File: src/rtl/cond_pkg.sv
// Shared types for the execute-stage condition logic: condition codes,
// flag bit positions and the E-stage control word.
package cond_pkg;

  typedef enum logic [3:0] {
    EQ = 4'h0, NE = 4'h1, CS = 4'h2, CC = 4'h3,
    MI = 4'h4, PL = 4'h5, VS = 4'h6, VC = 4'h7,
    HI = 4'h8, LS = 4'h9, GE = 4'hA, LT = 4'hB,
    GT = 4'hC, LE = 4'hD, AL = 4'hE, NV = 4'hF
  } cond_t;

  localparam int unsigned FLAG_N = 3;
  localparam int unsigned FLAG_Z = 2;
  localparam int unsigned FLAG_C = 1;
  localparam int unsigned FLAG_V = 0;

  localparam int unsigned FLAGW_W = 2;
  localparam int unsigned ALUCTL_W = 3;

  typedef struct packed {
    cond_t                cond;
    logic                 pcs;
    logic                 regw;
    logic                 memw;
    logic                 memtoreg;
    logic                 alusrc;
    logic [FLAGW_W-1:0]   flagw;
    logic [ALUCTL_W-1:0]  alucontrol;
  } ctrl_e_t;

  // A bubble carries no side effects and an always-true condition.
  localparam ctrl_e_t CTRL_BUBBLE = '{
    cond:       AL,
    pcs:        1'b0,
    regw:       1'b0,
    memw:       1'b0,
    memtoreg:   1'b0,
    alusrc:     1'b0,
    flagw:      '0,
    alucontrol: '0
  };

endpackage

File: src/rtl/cond_check.sv
// Combinational evaluation of an ARM condition code against {N,Z,C,V}.
module cond_check
  import cond_pkg::*;
(
  input  cond_t      cond,
  input  logic [3:0] flags,
  output logic       condpass
);

  logic n, z, c, v;

  always_comb begin
    n = flags[FLAG_N];
    z = flags[FLAG_Z];
    c = flags[FLAG_C];
    v = flags[FLAG_V];
    condpass = 1'b0;
    case (cond)
      EQ: condpass = z;
      NE: condpass = !z;
      CS: condpass = c;
      CC: condpass = !c;
      MI: condpass = n;
      PL: condpass = !n;
      VS: condpass = v;
      VC: condpass = !v;
      HI: condpass = c && !z;
      LS: condpass = !c || z;
      GE: condpass = (n == v);
      LT: condpass = (n != v);
      GT: condpass = !z && (n == v);
      LE: condpass = z || (n != v);
      AL: condpass = 1'b1;
      NV: condpass = 1'b0;
      default: condpass = 1'b0;
    endcase
  end

endmodule

File: src/rtl/cond_exec_stage.sv
// Execute stage: ID/EX control register, NZCV flags and condition gating.
// Optional squashed-instruction counter enabled by defining PERF_COUNT_EN.
module cond_exec_stage
  import cond_pkg::*;
#(
  parameter int unsigned CNT_W = 16
) (
  input  logic              clk,
  input  logic              reset,
  input  logic              stall_e,
  input  logic              flush_e,
  input  logic [3:0]        Cond_d,
  input  logic              PCS_d,
  input  logic              RegW_d,
  input  logic              MemW_d,
  input  logic              MemtoReg_d,
  input  logic              ALUSrc_d,
  input  logic [1:0]        FlagW_d,
  input  logic [2:0]        ALUControl_d,
  input  logic [3:0]        ALUFlags_e,
  output logic              PCSrc_e,
  output logic              RegWrite_e,
  output logic              MemWrite_e,
  output logic              MemtoReg_e,
  output logic              ALUSrc_e,
  output logic [2:0]        ALUControl_e,
  output logic              CondEx_e,
  output logic              BranchTaken_e,
  output logic [3:0]        Flags,
  output logic [CNT_W-1:0]  squash_cnt
);

  ctrl_e_t ctrl_e;
  logic    valid_e;
  logic    condpass;

  // ID/EX control register; flush takes priority over stall.
  always_ff @(posedge clk or posedge reset) begin
    if (reset) begin
      ctrl_e  <= CTRL_BUBBLE;
      valid_e <= 1'b0;
    end else if (flush_e) begin
      ctrl_e  <= CTRL_BUBBLE;
      valid_e <= 1'b0;
    end else if (!stall_e) begin
      ctrl_e.cond       <= cond_t'(Cond_d);
      ctrl_e.pcs        <= PCS_d;
      ctrl_e.regw       <= RegW_d;
      ctrl_e.memw       <= MemW_d;
      ctrl_e.memtoreg   <= MemtoReg_d;
      ctrl_e.alusrc     <= ALUSrc_d;
      ctrl_e.flagw      <= FlagW_d;
      ctrl_e.alucontrol <= ALUControl_d;
      valid_e           <= 1'b1;
    end
  end

  cond_check u_cond_check (
    .cond     (ctrl_e.cond),
    .flags    (Flags),
    .condpass (condpass)
  );

  assign CondEx_e      = valid_e & condpass;
  assign PCSrc_e       = ctrl_e.pcs  & CondEx_e;
  assign RegWrite_e    = ctrl_e.regw & CondEx_e;
  assign MemWrite_e    = ctrl_e.memw & CondEx_e;
  assign BranchTaken_e = PCSrc_e;
  assign MemtoReg_e    = ctrl_e.memtoreg;
  assign ALUSrc_e      = ctrl_e.alusrc;
  assign ALUControl_e  = ctrl_e.alucontrol;

  // Flags commit even when the incoming slot is flushed; a stalled
  // instruction writes only on the cycle it finally leaves E.
  always_ff @(posedge clk or posedge reset) begin
    if (reset) begin
      Flags <= 4'b0000;
    end else if (CondEx_e && !stall_e) begin
      if (ctrl_e.flagw[1]) begin
        Flags[FLAG_N] <= ALUFlags_e[FLAG_N];
        Flags[FLAG_Z] <= ALUFlags_e[FLAG_Z];
      end
      if (ctrl_e.flagw[0]) begin
        Flags[FLAG_C] <= ALUFlags_e[FLAG_C];
        Flags[FLAG_V] <= ALUFlags_e[FLAG_V];
      end
    end
  end

`ifdef PERF_COUNT_EN
  // Saturating count of valid instructions whose condition failed.
  always_ff @(posedge clk or posedge reset) begin
    if (reset) begin
      squash_cnt <= '0;
    end else if (valid_e && !condpass && !stall_e && (squash_cnt != '1)) begin
      squash_cnt <= squash_cnt + CNT_W'(1);
    end
  end
`else
  assign squash_cnt = '0;
`endif

endmodule

File: config.mk
export PLATFORM = sky130hd
export DESIGN_NAME = cond_exec_stage
export DESIGN_NICKNAME = d
export VERILOG_FILES = /design/src/rtl/cond_pkg.sv /design/src/rtl/cond_check.sv /design/src/rtl/cond_exec_stage.sv
export SDC_FILE = /design/constraint.sdc
export NUM_CORES = 1
export LEC_CHECK = 0
export BUFFER_PORTS_ARGS = -buffer_cell sky130_fd_sc_hd__clkbuf_2
export CELL_PAD_IN_SITES_DETAIL_PLACEMENT = 0
export CELL_PAD_IN_SITES_GLOBAL_PLACEMENT = 1
export CORE_ASPECT_RATIO = 1.5
export CORE_MARGIN = 2
export CORE_UTILIZATION = 36
export DETAILED_ROUTE_END_ITERATION = 16
export HOLD_SLACK_MARGIN = 0.03
export PLACE_DENSITY_LB_ADDON = 0.1
export SYNTH_ARGS = -nofsm -noshare
export SYNTH_HDL_FRONTEND = slang
export SYNTH_SLANG_ARGS = --single-unit
File: constraint.sdc
create_clock -name clk -period 7.1 [get_ports clk]
set_clock_uncertainty 0.1 [all_clocks]
set_input_delay 0.71 -clock clk [delete_from_list [all_inputs] [get_ports clk]]
set_output_delay 0.71 -clock clk [all_outputs]
set_load 0.05 [all_outputs]
==> flow_metrics.tcl, run 1 <==
set metrics [dict create \
    status "finished, final reports clean" \
    final_cell_mix "clkbuf_2, dfrtp_1, conb_1, mux2i_1, nor2_1" \
    critPathArrivalTime_ns 2.59 \
    drive_gt1_share_pct 34.1 \
    die_y_um 72.6 \
    routed_wl_um 2200 \
    syn2layout_area_growth_pct 12.4 \
    worst_slack_ns 3.70 \
    cpLargestDelayFamily "simple AND/OR/NAND/NOR gates" \
    synth_largest_area_cell "dfrtp_1" \
    cts.sinks 19 \
    cts_root_buffer "clkbuf_8" \
    p_seq_share_pct 42.6 \
    setup_tns_ns 0 \
    report.final.slew_viol_count 0 \
    critPathKind "flip-flop to output port" \
    antenna_found_initial 0 \
    path_clk_slew_ns 0.07 \
    fillers 340 \
    worst_hold_slack_ns 0.426 \
    rows 24 \
    wl_met1_um 827 \
    post_dp_cell_area_sq_um 1220 \
    numCtsBuffers 3 \
    place_hpwl_um 1680 \
    seq_area_sq_um 479 \
    synth-seq-cells 19 \
    grt_pass1_vias 773 \
    final-setup-viol-count 0 \
    drtAntennaViolNets 0 \
    avgSynthCellArea_sq_um 10.3 \
    worst_pin_slew_ns 0.725 \
    cp_slowest_stage_delay_ns 0.63 \
    maxCapViolCount 0 \
    preCtsSetupSlack_ns 3.96 \
    period_needed_ns 3.40 \
    grt_max_degree 21 \
    switchingPower_uw 127 \
    cp.buffers_inverters 1 \
    synthArstFlopShare_pct 100 \
    fmax_mhz 294 \
    power.total_uw 319 \
    wl_per_cell_um 12.4 \
    core_region_area_sq_um 2940 \
    io_pins 52 \
    final_common_cell "clkbuf_2" \
    cts_tree "yes" \
    overflow 0 \
    slowest_stage "dfstp_2" \
    gp_routability_congestion 0.725 \
    num_vias 778 \
    synth_top_area_share_pct 35.5 \
    finalInstanceArea_sq_um 1270 \
    drt_iter0_markers 6 \
    rsz0062_at_grt "no" \
    diodes 0 \
    leakagePower_nw 0.665 \
    grt_pass1_wl_um 3580 \
    required_ns 6.29 \
    slew_headroom_pct 51.6 \
    die_area_sq_um 3610 \
    highest_layer "met4" \
    ys_seq_area_share_pct 42.5 \
    p_per_area_nw_per_um2 251 \
    avgViaCountPerCell 4.40 \
    vdd_drop_max_mv 0.101 \
    numPortBuffers 35 \
    multiInputGateArea_sq_um 513 \
    die_x_um 49.7 \
    cts_resized 0 \
    met3WireLength_um 101 \
    critPathCaptureType "output port" \
    syn_inst 110 \
    grt_usage_pct 12.9 \
    yosys-top-cells-area "dfrtp_1, buf_4, mux2i_1" \
    drc 0 \
    syn-cell-area_sq_um 1130 \
    hold_class "flip-flop to flip-flop" \
    yosysUniqueCellTypes 30 \
    h-tree-depth 1 \
    combPwrFrac_pct 34.5 \
    start_kind "flip-flop" \
    synthFlopType "dfrtp_1" \
    initial_core_util_pct 38.4 \
    cell_internal_pwr_uw 192 \
    final_nets 161 \
    wl_met2_um 1240 \
    clockPowerShare_pct 22.9 \
    holdBufCountCts 0 \
    switching_share_pct 39.7 \
    cts_setup_buffers 0 \
    min_period_over_period_pct 47.9 \
    path_cells "mux2_4 -> a211oi_2 -> a21oi_1 -> or4_4 -> nand2_1 -> and2_1 -> clkbuf_2" \
    drtPass1Iterations 3 \
    synth_enable_flop_cells 0 \
    hold_violations 0 \
    yosys_warnings 0 \
    cts_buffer_depth 2 \
    clk_latency_ns 0.25 \
    worstPathMaxFanout 9 \
]
==> routing by layer <==
metal	GRT usage, %	vias up
li1	-	384
met1	15.0	366
met2	23.1	24
met3	2.05	4
met4	5.56	0
met5	0	-
==> power by group through the flow <==
stage / combinational, mW / sequential [mW] / clock [mW]
2_1_floorplan: 0.0758 / 0.158 / 0
3_3_place_gp: 0.109 / 0.138 / 0
3_5_place_dp: 0.111 / 0.138 / 0
4_1_cts: 0.111 / 0.136 / 0.0766
5_1_grt: 0.118 / 0.138 / 0.0819
6_report: 0.110 / 0.136 / 0.0729
==> sequential cells by signal, indices dropped and copies added, names as in the netlist <==
signal	flops
Flags	4
ALUControl_e	3
ALUSrc_e	1
ctrl_e	9
valid_e	1
MemtoReg_e	1
==> final cells by class <==
class                           instances  share of cell area [%]
Inverter                                2                   0.592
Multi-Input combinational cell         78                    40.4
Tap cell                               39                    3.85
Clock buffer                            4                    3.55
Sequential cell                        19                    37.8
Timing Repair Buffer                   35                    13.8
==> per-stage QoR <==
step / util, % / instances
final: 43.1 / 177
after global routing: 43.1 / 177
after CTS: 43.1 / 177
after detailed placement: 41.6 / 173
after global placement: 41.6 / 173
after floorplan: - / 125
==> cell families (layout without fill, tap and decap cells) <==
| family | Yosys count | after routing | share of synthesized area [%] |
|---|---|---|---|
| buffers and inverters | 28 | 41 | 17.1 |
| AO/OA/AOI/OAI | 15 | 15 | 9.53 |
| multiplexers | 17 | 17 | 16.0 |
| flip-flops | 19 | 19 | 42.5 |
| other | 1 | 16 | 0.332 |
| XOR/XNOR | 3 | 3 | 2.33 |
| AND/OR/NAND/NOR | 27 | 27 | 12.3 |
==> cell usage after synthesis, types with 2 or more instances <==
cell,count
a211o_1,2
a21oi_1,5
a21oi_2,2
and2_1,3
buf_4,21
clkbuf_1,2
dfrtp_1,16
dfstp_2,3
inv_1,2
mux2_1,4
mux2i_1,12
nand2_1,2
nand2b_1,2
nor2_1,12
nor2b_1,4
o21ai_0,2
xnor2_1,3
==> path summary, 6_finish.rpt <==
check | slack [ns] | depth (start not counted) | from | endpoint
max in group asynchronous | 5.99 | 2 | reset | Flags[3]$_DFFE_PP0P_
hold / removal | 0.43 | 2 | ctrl_e[9]$_DFFE_PP0P_ | ctrl_e[9]$_DFFE_PP0P_
min in group asynchronous | 0.45 | 2 | reset | ALUControl_e[2]$_DFFE_PP0P_
setup / recovery | 3.70 | 7 | ctrl_e[11]$_DFFE_PP1P_ | PCSrc_e
hold reg to reg | 0.43 | 2 | ctrl_e[9]$_DFFE_PP0P_ | ctrl_e[9]$_DFFE_PP0P_
setup reg to reg | 4.59 | 6 | ctrl_e[11]$_DFFE_PP1P_ | Flags[3]$_DFFE_PP0P_
==> tightest hold or removal path, cell delays in order, from the launching register on <==
cell and delay (ns):
dfrtp_1 0.35, mux2i_1 0.07, nor2_1 0.07
(Power assumes the default switching activity.)
==> inputs of run 2 (changes only) <==
--- a/config.mk
+++ b/config.mk
@@ -5,12 +5,13 @@
 export SDC_FILE = /design/constraint.sdc
 export NUM_CORES = 1
 export LEC_CHECK = 0
+export ABC_AREA = 1
 export BUFFER_PORTS_ARGS = -buffer_cell sky130_fd_sc_hd__clkbuf_2
 export CELL_PAD_IN_SITES_DETAIL_PLACEMENT = 0
 export CELL_PAD_IN_SITES_GLOBAL_PLACEMENT = 1
 export CORE_ASPECT_RATIO = 1.5
 export CORE_MARGIN = 2
-export CORE_UTILIZATION = 36
+export CORE_UTILIZATION = 32
 export DETAILED_ROUTE_END_ITERATION = 16
 export HOLD_SLACK_MARGIN = 0.03
 export PLACE_DENSITY_LB_ADDON = 0.1
==> constraint.sdc (replaced) <==
create_clock -name clk -period 3.5 [get_ports clk]
set_clock_uncertainty 0.1 [all_clocks]
set_input_delay 0.35 -clock clk [delete_from_list [all_inputs] [get_ports clk]]
set_output_delay 0.35 -clock clk [all_outputs]
set_load 0.05 [all_outputs]
==> run 2 against run 1 <==
Effect of this change:
- clock power increased by 110%
- synthesized cell count up 21%
- sequential share of layout area is 0.22 points higher
- via count is 17% higher
==> flow_metrics.tcl, run 2 <==
set metrics [dict create \
    status "finished, final reports clean" \
    hold_class "input port to async pin" \
    wl_per_cell_um 11.7 \
    numPortBuffers 35 \
    final_cell_mix "clkbuf_2, nand2_1, dfrtp_1, conb_1, nor2_1" \
    grt_usage_pct 13.3 \
    reg2reg_to "Flags[0]$_DFFE_PP0P_" \
    grt_max_degree 20 \
    yosys_warnings 0 \
    routed_wl_um 2420 \
    cp.buffers_inverters 3 \
    io_pins 52 \
    cts_setup_buffers 0 \
    final_common_cell "clkbuf_2" \
    synth_enable_flop_cells 0 \
    required_ns 3.05 \
    critPathArrivalTime_ns 2.08 \
    yosysMostFrequentCell "nand2_1" \
    gr-usage-met2_pct 25.2 \
    h-tree-depth 1 \
    synthArstFlopShare_pct 100 \
    post_dp_cell_area_sq_um 1220 \
    critPathKind "flip-flop to output port" \
    grt_pass1_wl_um 3820 \
    start_kind "flip-flop" \
    maxCapViolCount 0 \
    place_hpwl_um 1940 \
    slowest_stage "dfstp_2" \
    min_period_over_period_pct 72.2 \
    cts_resized 0 \
    core_region_area_sq_um 3350 \
    holdBufCountCts 0 \
    worstPathMaxFanout 7 \
    rows 26 \
    cts.sinks 19 \
    r2r_start "ctrl_e[11]$_DFFE_PP1P_" \
    fmax_mhz 396 \
    vdd_drop_max_mv 0.259 \
    drive_gt1_share_pct 29.7 \
    path_clk_slew_ns 0.07 \
    rr_worst_depth 8 \
    preCtsSetupSlack_ns 1.23 \
    syn_inst 133 \
    slew_headroom_pct 49.6 \
    fillers 376 \
    cts_tree "yes" \
    setup_tns_ns 0 \
    globalRouteMet1Util_pct 14.5 \
    cts_buffer_depth 2 \
    multiInputGateArea_sq_um 452 \
    grtUsageMet3_pct 1.76 \
    yosysUniqueCellTypes 24 \
    period_needed_ns 2.53 \
    report.final.slew_viol_count 0 \
    grt_pass1_vias 873 \
    clk_latency_ns 0.25 \
    synth_top_area_share_pct 36.5 \
    ys_seq_area_share_pct 43.7 \
    synthFlopType "dfrtp_1" \
    cp_slowest_stage_delay_ns 0.61 \
    reg2reg_slack_ns 1.81 \
    final_nets 188 \
    grt.busiest_layer "met2" \
    cpLargestDelayFamily "flip-flops" \
    num_vias 911 \
    path_cells "nor2_1 -> a21oi_1 -> nor2_1 -> o22ai_2 -> inv_2 -> a21oi_4 -> inv_2 -> nor2_1 -> clkbuf_2" \
    synth-seq-cells 19 \
    die_y_um 75.7 \
    die_x_um 51.8 \
    numCtsBuffers 3 \
    synthTopCellsByCount "nand2_1, buf_4, dfrtp_1, nor2_1, inv_1" \
    avgViaCountPerCell 4.40 \
    gp_routability_congestion 0.690 \
    seq_area_sq_um 479 \
    crit_path_frequent_cell "nor2_1" \
    drt_iter0_markers 13 \
    finalInstanceArea_sq_um 1260 \
    diodes 0 \
    critPathCaptureType "output port" \
    drtAntennaViolNets 0 \
    antenna_found_initial 0 \
    worst_slack_ns 0.972 \
    synth_largest_area_cell "dfrtp_1" \
    syn-cell-area_sq_um 1100 \
    max_flop_register "ctrl_e" \
    leakagePower_nw 0.679 \
    worst_pin_slew_ns 0.754 \
    initial_core_util_pct 32.7 \
    drtPass1Iterations 4 \
    drc 0 \
    rsz0062_at_grt "no" \
    largest_register_ffs 9 \
    syn2layout_area_growth_pct 14.9 \
    hold_violations 0 \
    die_area_sq_um 3920 \
    avgSynthCellArea_sq_um 8.25 \
    overflow 0 \
    cts_root_buffer "clkbuf_8" \
    p_per_area_nw_per_um2 500 \
    final-setup-viol-count 0 \
    yosys-top-cells-area "dfrtp_1, buf_4, nand2_1" \
]
[run 2: cell count changes in the layout (fill, tap and decap cells not counted), sizes merged, moves of 3 or more]
cell,before,now
inv,2,13
mux2i,12,0
nand4,0,7
nand2,2,29
a22o,0,7
nor2,12,15
mux2,5,0
xnor2,3,0
o21ai,2,5
a211o,3,0
nand3,0,4
nor2b,4,0
and2,3,0
[run 2: final cells by class]
type	count	area share, %
multi-input cells	92	35.8
flip-flops and latches	19	38.0
well taps	42	4.17
repair buffers	35	13.9
clock buffers	4	3.57
inverters	15	4.56
[run 2: how the worst max path moves through the flow]
| stage | start | to | slack (ns) | cells past startpoint |
|---|---|---|---|---|
| final | ctrl_e[11]$_DFFE_PP1P_ | PCSrc_e | 0.97 | 9 |
| after detailed placement | ctrl_e[11]$_DFFE_PP1P_ | PCSrc_e | 1.23 | 9 |
| after CTS | ctrl_e[11]$_DFFE_PP1P_ | PCSrc_e | 0.94 | 9 |
| after global placement | ctrl_e[11]$_DFFE_PP1P_ | PCSrc_e | 1.22 | 9 |
| after global routing | ctrl_e[11]$_DFFE_PP1P_ | PCSrc_e | 0.80 | 9 |
| after floorplan | Flags[0]$_DFFE_PP0P_ | PCSrc_e | 0.34 | 11 |
[run 2: per-layer routing]
layer  share of wire [%]  up-vias
met5                   0        -
met4                0.62        0
met3                 2.9        2
met2                  56       19
met1                  40      430
li1                    -      460
[run 2: power by group]
part | internal, mW | switching, mW
Clock | 0.0808 | 0.0707
Sequential | 0.243 | 0.0226
Combinational | 0.0491 | 0.165
[run 2: cells by family (layout without fill, tap and decap cells)]
kind of cell	Yosys count	count (layout)	share of synthesized area, %
XOR/XNOR	1	1	0.798
AO/OA/AOI/OAI	20	20	13.6
buffers and inverters	37	54	20.3
other	1	16	0.342
flip-flops	19	19	43.7
AND/OR/NAND/NOR	55	55	21.3
[run 2: worst reg2reg max path, cell delays in order, from the launching register on]
cell,delay (ns)
dfstp_2,0.61
nor2_1,0.07
a21oi_1,0.16
nor2_1,0.07
o22ai_2,0.13
inv_2,0.07
a21oi_4,0.23
nand4_1,0.12
nand2_1,0.08
[run 2: per-stage QoR]
stage,total power [mW],cells,hold WS [ns],util (%)
2_1_floorplan,0.454,148,0.199,-
3_3_place_gp,0.487,203,0.383,36.3
3_5_place_dp,0.486,203,0.382,36.3
4_1_cts,0.641,207,0.118,37.6
5_1_grt,0.670,207,0.148,37.6
6_report,0.631,207,0.0906,37.6
